## config.mk

```make
export PLATFORM = sky130hd
export DESIGN_NAME = xor_edge_qualifier
export DESIGN_NICKNAME = d
export VERILOG_FILES = /design/src/rtl/xor_edge_qualifier.sv
export SDC_FILE = /design/constraint.sdc
export NUM_CORES = 1
export LEC_CHECK = 0
export ABC_AREA = 1
export BUFFER_PORTS_ARGS = -buffer_cell sky130_fd_sc_hd__buf_2
export CORE_MARGIN = 2
export CORE_UTILIZATION = 45
export CTS_CLUSTER_SIZE = 30
export DETAILED_ROUTE_END_ITERATION = 16
export MAX_ROUTING_LAYER = met4
export PLACE_DENSITY = 0.7
export SYNTH_ARGS = -nofsm -noshare
export SYNTH_HDL_FRONTEND = slang
export SYNTH_SLANG_ARGS = --single-unit
```

## constraint.sdc

```tcl
create_clock -name clk -period 3.65 [get_ports clk]
set_input_delay 0.365 -clock clk [delete_from_list [all_inputs] [get_ports clk]]
set_output_delay 0.365 -clock clk [all_outputs]
set_load 0.02 [all_outputs]
```

## src/rtl/xor_edge_qualifier.sv

```systemverilog
// Synchronizes and deglitches the asynchronous XOR comparator output. Each
// qualified transition is reported on a valid/ready event port with its polarity
// and the cycle interval since the previous transition.
module xor_edge_qualifier #(
  parameter int unsigned SYNC_STAGES   = 2,
  parameter int unsigned STABLE_CYCLES = 4,
  parameter int unsigned CNT_W         = 8
) (
  input  logic             clk,
  input  logic             rst_n,
  input  logic             din,
  output logic             level_o,
  output logic             evt_valid,
  input  logic             evt_ready,
  output logic             evt_rise,
  output logic [CNT_W-1:0] evt_interval,
  output logic             ovf_o,
  input  logic             clr_ovf
);

  localparam int unsigned STAB_W = $clog2(STABLE_CYCLES + 1);
  localparam logic [0:0]  ST_STABLE    = 1'b0;
  localparam logic [0:0]  ST_CANDIDATE = 1'b1;
  localparam logic [CNT_W-1:0]  CNT_MAX  = {CNT_W{1'b1}};
  localparam logic [STAB_W-1:0] STAB_TGT = STAB_W'(STABLE_CYCLES);

  logic [SYNC_STAGES-1:0] sync_q, sync_d;
  logic [0:0]             state_q, state_d;
  logic [STAB_W-1:0]      stab_cnt_q, stab_cnt_d;
  logic                   level_q, level_d;
  logic [CNT_W-1:0]       iv_cnt_q, iv_cnt_d;
  logic                   evt_valid_q, evt_valid_d;
  logic                   evt_rise_q, evt_rise_d;
  logic [CNT_W-1:0]       evt_interval_q, evt_interval_d;
  logic                   ovf_q, ovf_d;

  logic                   s_c;
  logic [STAB_W-1:0]      stab_next_c;
  logic                   qual_c;
  logic                   load_c;
  logic                   drop_c;

  assign s_c = sync_q[SYNC_STAGES-1];

  // Next-state logic: synchronizer, stability filter, interval counter, event slot.
  always_comb begin
    sync_d         = {sync_q[SYNC_STAGES-2:0], din};
    state_d        = ST_STABLE;
    stab_cnt_d     = '0;
    level_d        = level_q;
    qual_c         = 1'b0;
    iv_cnt_d       = iv_cnt_q;
    evt_valid_d    = evt_valid_q;
    evt_rise_d     = evt_rise_q;
    evt_interval_d = evt_interval_q;
    ovf_d          = ovf_q;

    // Number of consecutive mismatch samples including the current one.
    stab_next_c = (state_q == ST_CANDIDATE) ? stab_cnt_q + STAB_W'(1) : STAB_W'(1);

    if (s_c != level_q) begin
      if (stab_next_c == STAB_TGT) begin
        level_d = s_c;
        qual_c  = 1'b1;
      end else begin
        state_d    = ST_CANDIDATE;
        stab_cnt_d = stab_next_c;
      end
    end

    if (qual_c) begin
      iv_cnt_d = CNT_W'(1);
    end else if (iv_cnt_q != CNT_MAX) begin
      iv_cnt_d = iv_cnt_q + CNT_W'(1);
    end

    // A pending event being accepted this cycle frees the slot for a new one.
    load_c = qual_c && (!evt_valid_q || evt_ready);
    drop_c = qual_c && !load_c;

    if (evt_valid_q && evt_ready) begin
      evt_valid_d = 1'b0;
    end
    if (load_c) begin
      evt_valid_d    = 1'b1;
      evt_rise_d     = level_d;
      evt_interval_d = iv_cnt_q;
    end

    if (drop_c) begin
      ovf_d = 1'b1;
    end else if (clr_ovf) begin
      ovf_d = 1'b0;
    end
  end

  always_ff @(posedge clk) begin
    if (!rst_n) begin
      sync_q         <= '0;
      state_q        <= ST_STABLE;
      stab_cnt_q     <= '0;
      level_q        <= 1'b0;
      iv_cnt_q       <= '0;
      evt_valid_q    <= 1'b0;
      evt_rise_q     <= 1'b0;
      evt_interval_q <= '0;
      ovf_q          <= 1'b0;
    end else begin
      sync_q         <= sync_d;
      state_q        <= state_d;
      stab_cnt_q     <= stab_cnt_d;
      level_q        <= level_d;
      iv_cnt_q       <= iv_cnt_d;
      evt_valid_q    <= evt_valid_d;
      evt_rise_q     <= evt_rise_d;
      evt_interval_q <= evt_interval_d;
      ovf_q          <= ovf_d;
    end
  end

  assign level_o      = level_q;
  assign evt_valid    = evt_valid_q;
  assign evt_rise     = evt_rise_q;
  assign evt_interval = evt_interval_q;
  assign ovf_o        = ovf_q;

endmodule

```

==> flow_metrics.tcl <==
set metrics [dict create \
    coreArea_sq_um 2480 \
    cts_made_buffers 3 \
    synthesis.nets 169 \
    swShare_pct 22.0 \
    syn2layout_area_growth_pct 11.1 \
    holdBufCountCts 0 \
    grtUsageTotal_pct 14.6 \
    hpwl_mm 1.62 \
    grt_overflow 0 \
    viasPerCell 4.78 \
    combPwrFrac_pct 4.6 \
    synthTopCellsByCount "nand2_1, dfxtp_1, nor2_1" \
    ys_types 21 \
    path_class "flip-flop to flip-flop" \
    yosys_most_used_dff "dfxtp_1" \
    p_per_area_nw_per_um2 348 \
    drv_cap 0 \
    clkPwrFrac_pct 31.5 \
    yosys.area_share.simple_pct 38.8 \
    io_buffers 16 \
    postRouteAntennaNets 0 \
    synth_edf_count 0 \
    min_period_ps 1670 \
    synth_top_area_share_pct 44.0 \
    grt_pass1_wl_mm 3.58 \
    floorplan.die.width_microns 55.3 \
    syn_inst 162 \
    cp_max_fo 12 \
    hp-class "primary input to flip-flop" \
    cts_buffer_depth 2 \
    seq_power_share_pct 63.9 \
    n_antenna_cell 0 \
    clk_pin_slew_ps 140 \
    grt_max_degree 15 \
    finalWeightedCongestion 0.842 \
    antenna_found_initial 0 \
    yosysTopAreaCell "dfxtp_1" \
    nFillCells 247 \
    worstPathRequired_ps 3860 \
    yosys.area_share.xor_xnor_pct 0.740 \
    synth_most_common_cell "nand2_1" \
    cp_data_arrival_time_ps 1890 \
    cts_tree "done" \
    rows 18 \
    dieArea_sq_um 3060 \
    startpoint_type "flip-flop" \
    start_util_pct 47.8 \
    crit_path_end_kind "flip-flop" \
    fin_util_pct 53.1 \
    io_pins 17 \
    die_y_microns 55.3 \
    ys_top_cells_by_area "dfxtp_1, nand2_1, nor2_1, inv_1, nand4_1" \
    synth_compound_area_share_pct 4.23 \
    synth_top_family_by_area "simple AND/OR/NAND/NOR gates" \
    yosysSeqAreaShare_pct 44.0 \
    final_nets 187 \
    rr_startpoint "stab_cnt_q[0]" \
    drt_iter0_markers 30 \
    power.internal_mw 0.357 \
    power.leakage_nw 0.592 \
    rsz0062_at_grt "no" \
    p_switching_mw 0.101 \
    clock-sinks 26 \
    layout-drive-gt1-share_pct 17.9 \
    status "finished clean" \
    min_from "din" \
    fin_tns_setup_ps 0 \
    cts_resized 0 \
    muxShareOfSynthArea_pct 0 \
    syn_area_sq_um 1180 \
    slew_viol_final 0 \
    clock_tree.root_cell "clkbuf_4" \
    fin_skew_ps 1.84 \
    ys_warn_count 0 \
    wl_mm 2.08 \
    peakVddDrop_uv 221 \
    post-cts-setup-buffers 0 \
    wl_per_cell_microns 9.93 \
    slew_headroom_pct 72.4 \
    worst_pin_slew_ps 413 \
    synth-seq-cells 26 \
    syn_avg_cell_area_sq_um 7.31 \
    setup_viol 0 \
    hold_viol_final 0 \
    clock.fmax_mhz 598 \
    worstSetupStartpoint "stab_cnt_q[0]" \
    grt_pass1_vias 889 \
    async_reset_ff_share_pct 0 \
    period_share_pct 45.9 \
    drt_first_pass_iters 4 \
    worstSkewPairLatency_ps 310 \
    yosys.area_share.adder_pct 2.11 \
    vias 999 \
    cts_max_level 1 \
    route.detailed.drc 0 \
]
[sequential cells by signal, indices dropped and copies added (netlist names)]
register,count
evt_interval,8
iv_cnt_q,8
stab_cnt_q,3
sync_q,2
evt_rise,1
evt_valid,1
level_o,1
ovf_o,1
state_q,1
[critical path, stage by stage (launching register included)]
cell and delay (ps):
dfxtp_1 370, ha_1 370, inv_1 80, nand3_1 80
nor2_2 370, inv_1 110, nand3_1 150, a21oi_1 60
[worst paths after layout]
kind	to	slack, ps	cells past startpoint
worst max-delay path	stab_cnt_q[0]	1980	7
worst min-delay path	sync_q[0]	220	3
worst max register to register	stab_cnt_q[0]	1980	7
worst min register to register	sync_q[1]	430	2
[kinds of logic after synthesis]
family	Yosys count
AO/OA/AOI/OAI	10
XOR/XNOR	1
adder cells (fa/ha/maj)	2
buffers and inverters	29
flip-flops	26
AND/OR/NAND/NOR	94
[layer usage]
| metal | up-vias | track usage, % | part of all wire [%] |
|---|---|---|---|
| met1 | 439 | 17.3 | 50 |
| met5 | - | - | 0 |
| met4 | 0 | 4.53 | 0.63 |
| met3 | 2 | 3.51 | 4.4 |
| li1 | 536 | - | - |
| met2 | 22 | 24.3 | 45 |
[cell usage in the layout, fill, tap and decap left out]
cell type	netlist	final
nand3_4	1	1
nor2_1	26	26
ha_1	2	2
clkbuf_8	0	1
nor2_4	3	3
nand2_1	38	38
xnor2_1	1	1
nand2_2	3	3
nor2_8	1	1
inv_2	1	1
o21ai_0	2	2
nor2_2	2	2
nand3_1	9	9
buf_2	0	16
nor3_1	1	1
dfxtp_1	26	26
clkbuf_4	0	3
inv_1	25	25
nand4_1	9	9
a21oi_1	8	8
nand3_2	1	1
[per-stage QoR]
step                      cell area (sq um)  power (mW)  cells  hold WS, ps  setup slack, ps
after floorplan                        1180       0.314    162          390             2280
after CTS                              1320       0.463    209          215             1990
after global routing                   1320       0.480    209          211             1840
after detailed placement               1280       0.320    205          403             2000
final                                  1320       0.458    209          221             1980
after global placement                 1280       0.319    205          395             2080
[final cells by class]
type	instances	area, sq um	share of cell area (%)
Clock buffer	4	36.3	2.76
Sequential cell	26	520	39.6
Timing Repair Buffer	16	80.1	6.09
Tap cell	30	37.5	2.85
Inverter	26	97.6	7.42
Multi-Input combinational cell	107	543	41.3
[power by group through the flow]
stage / sequential (mW) / combinational [mW] / clock (mW)
floorplan: 0.298 / 0.0159 / 0
global placement: 0.299 / 0.0206 / 0
detailed placement: 0.299 / 0.0210 / 0
CTS: 0.293 / 0.0212 / 0.149
global route: 0.294 / 0.0247 / 0.162
finish: 0.293 / 0.0210 / 0.144
No activity file was read; power rests on OpenSTA's default activity.
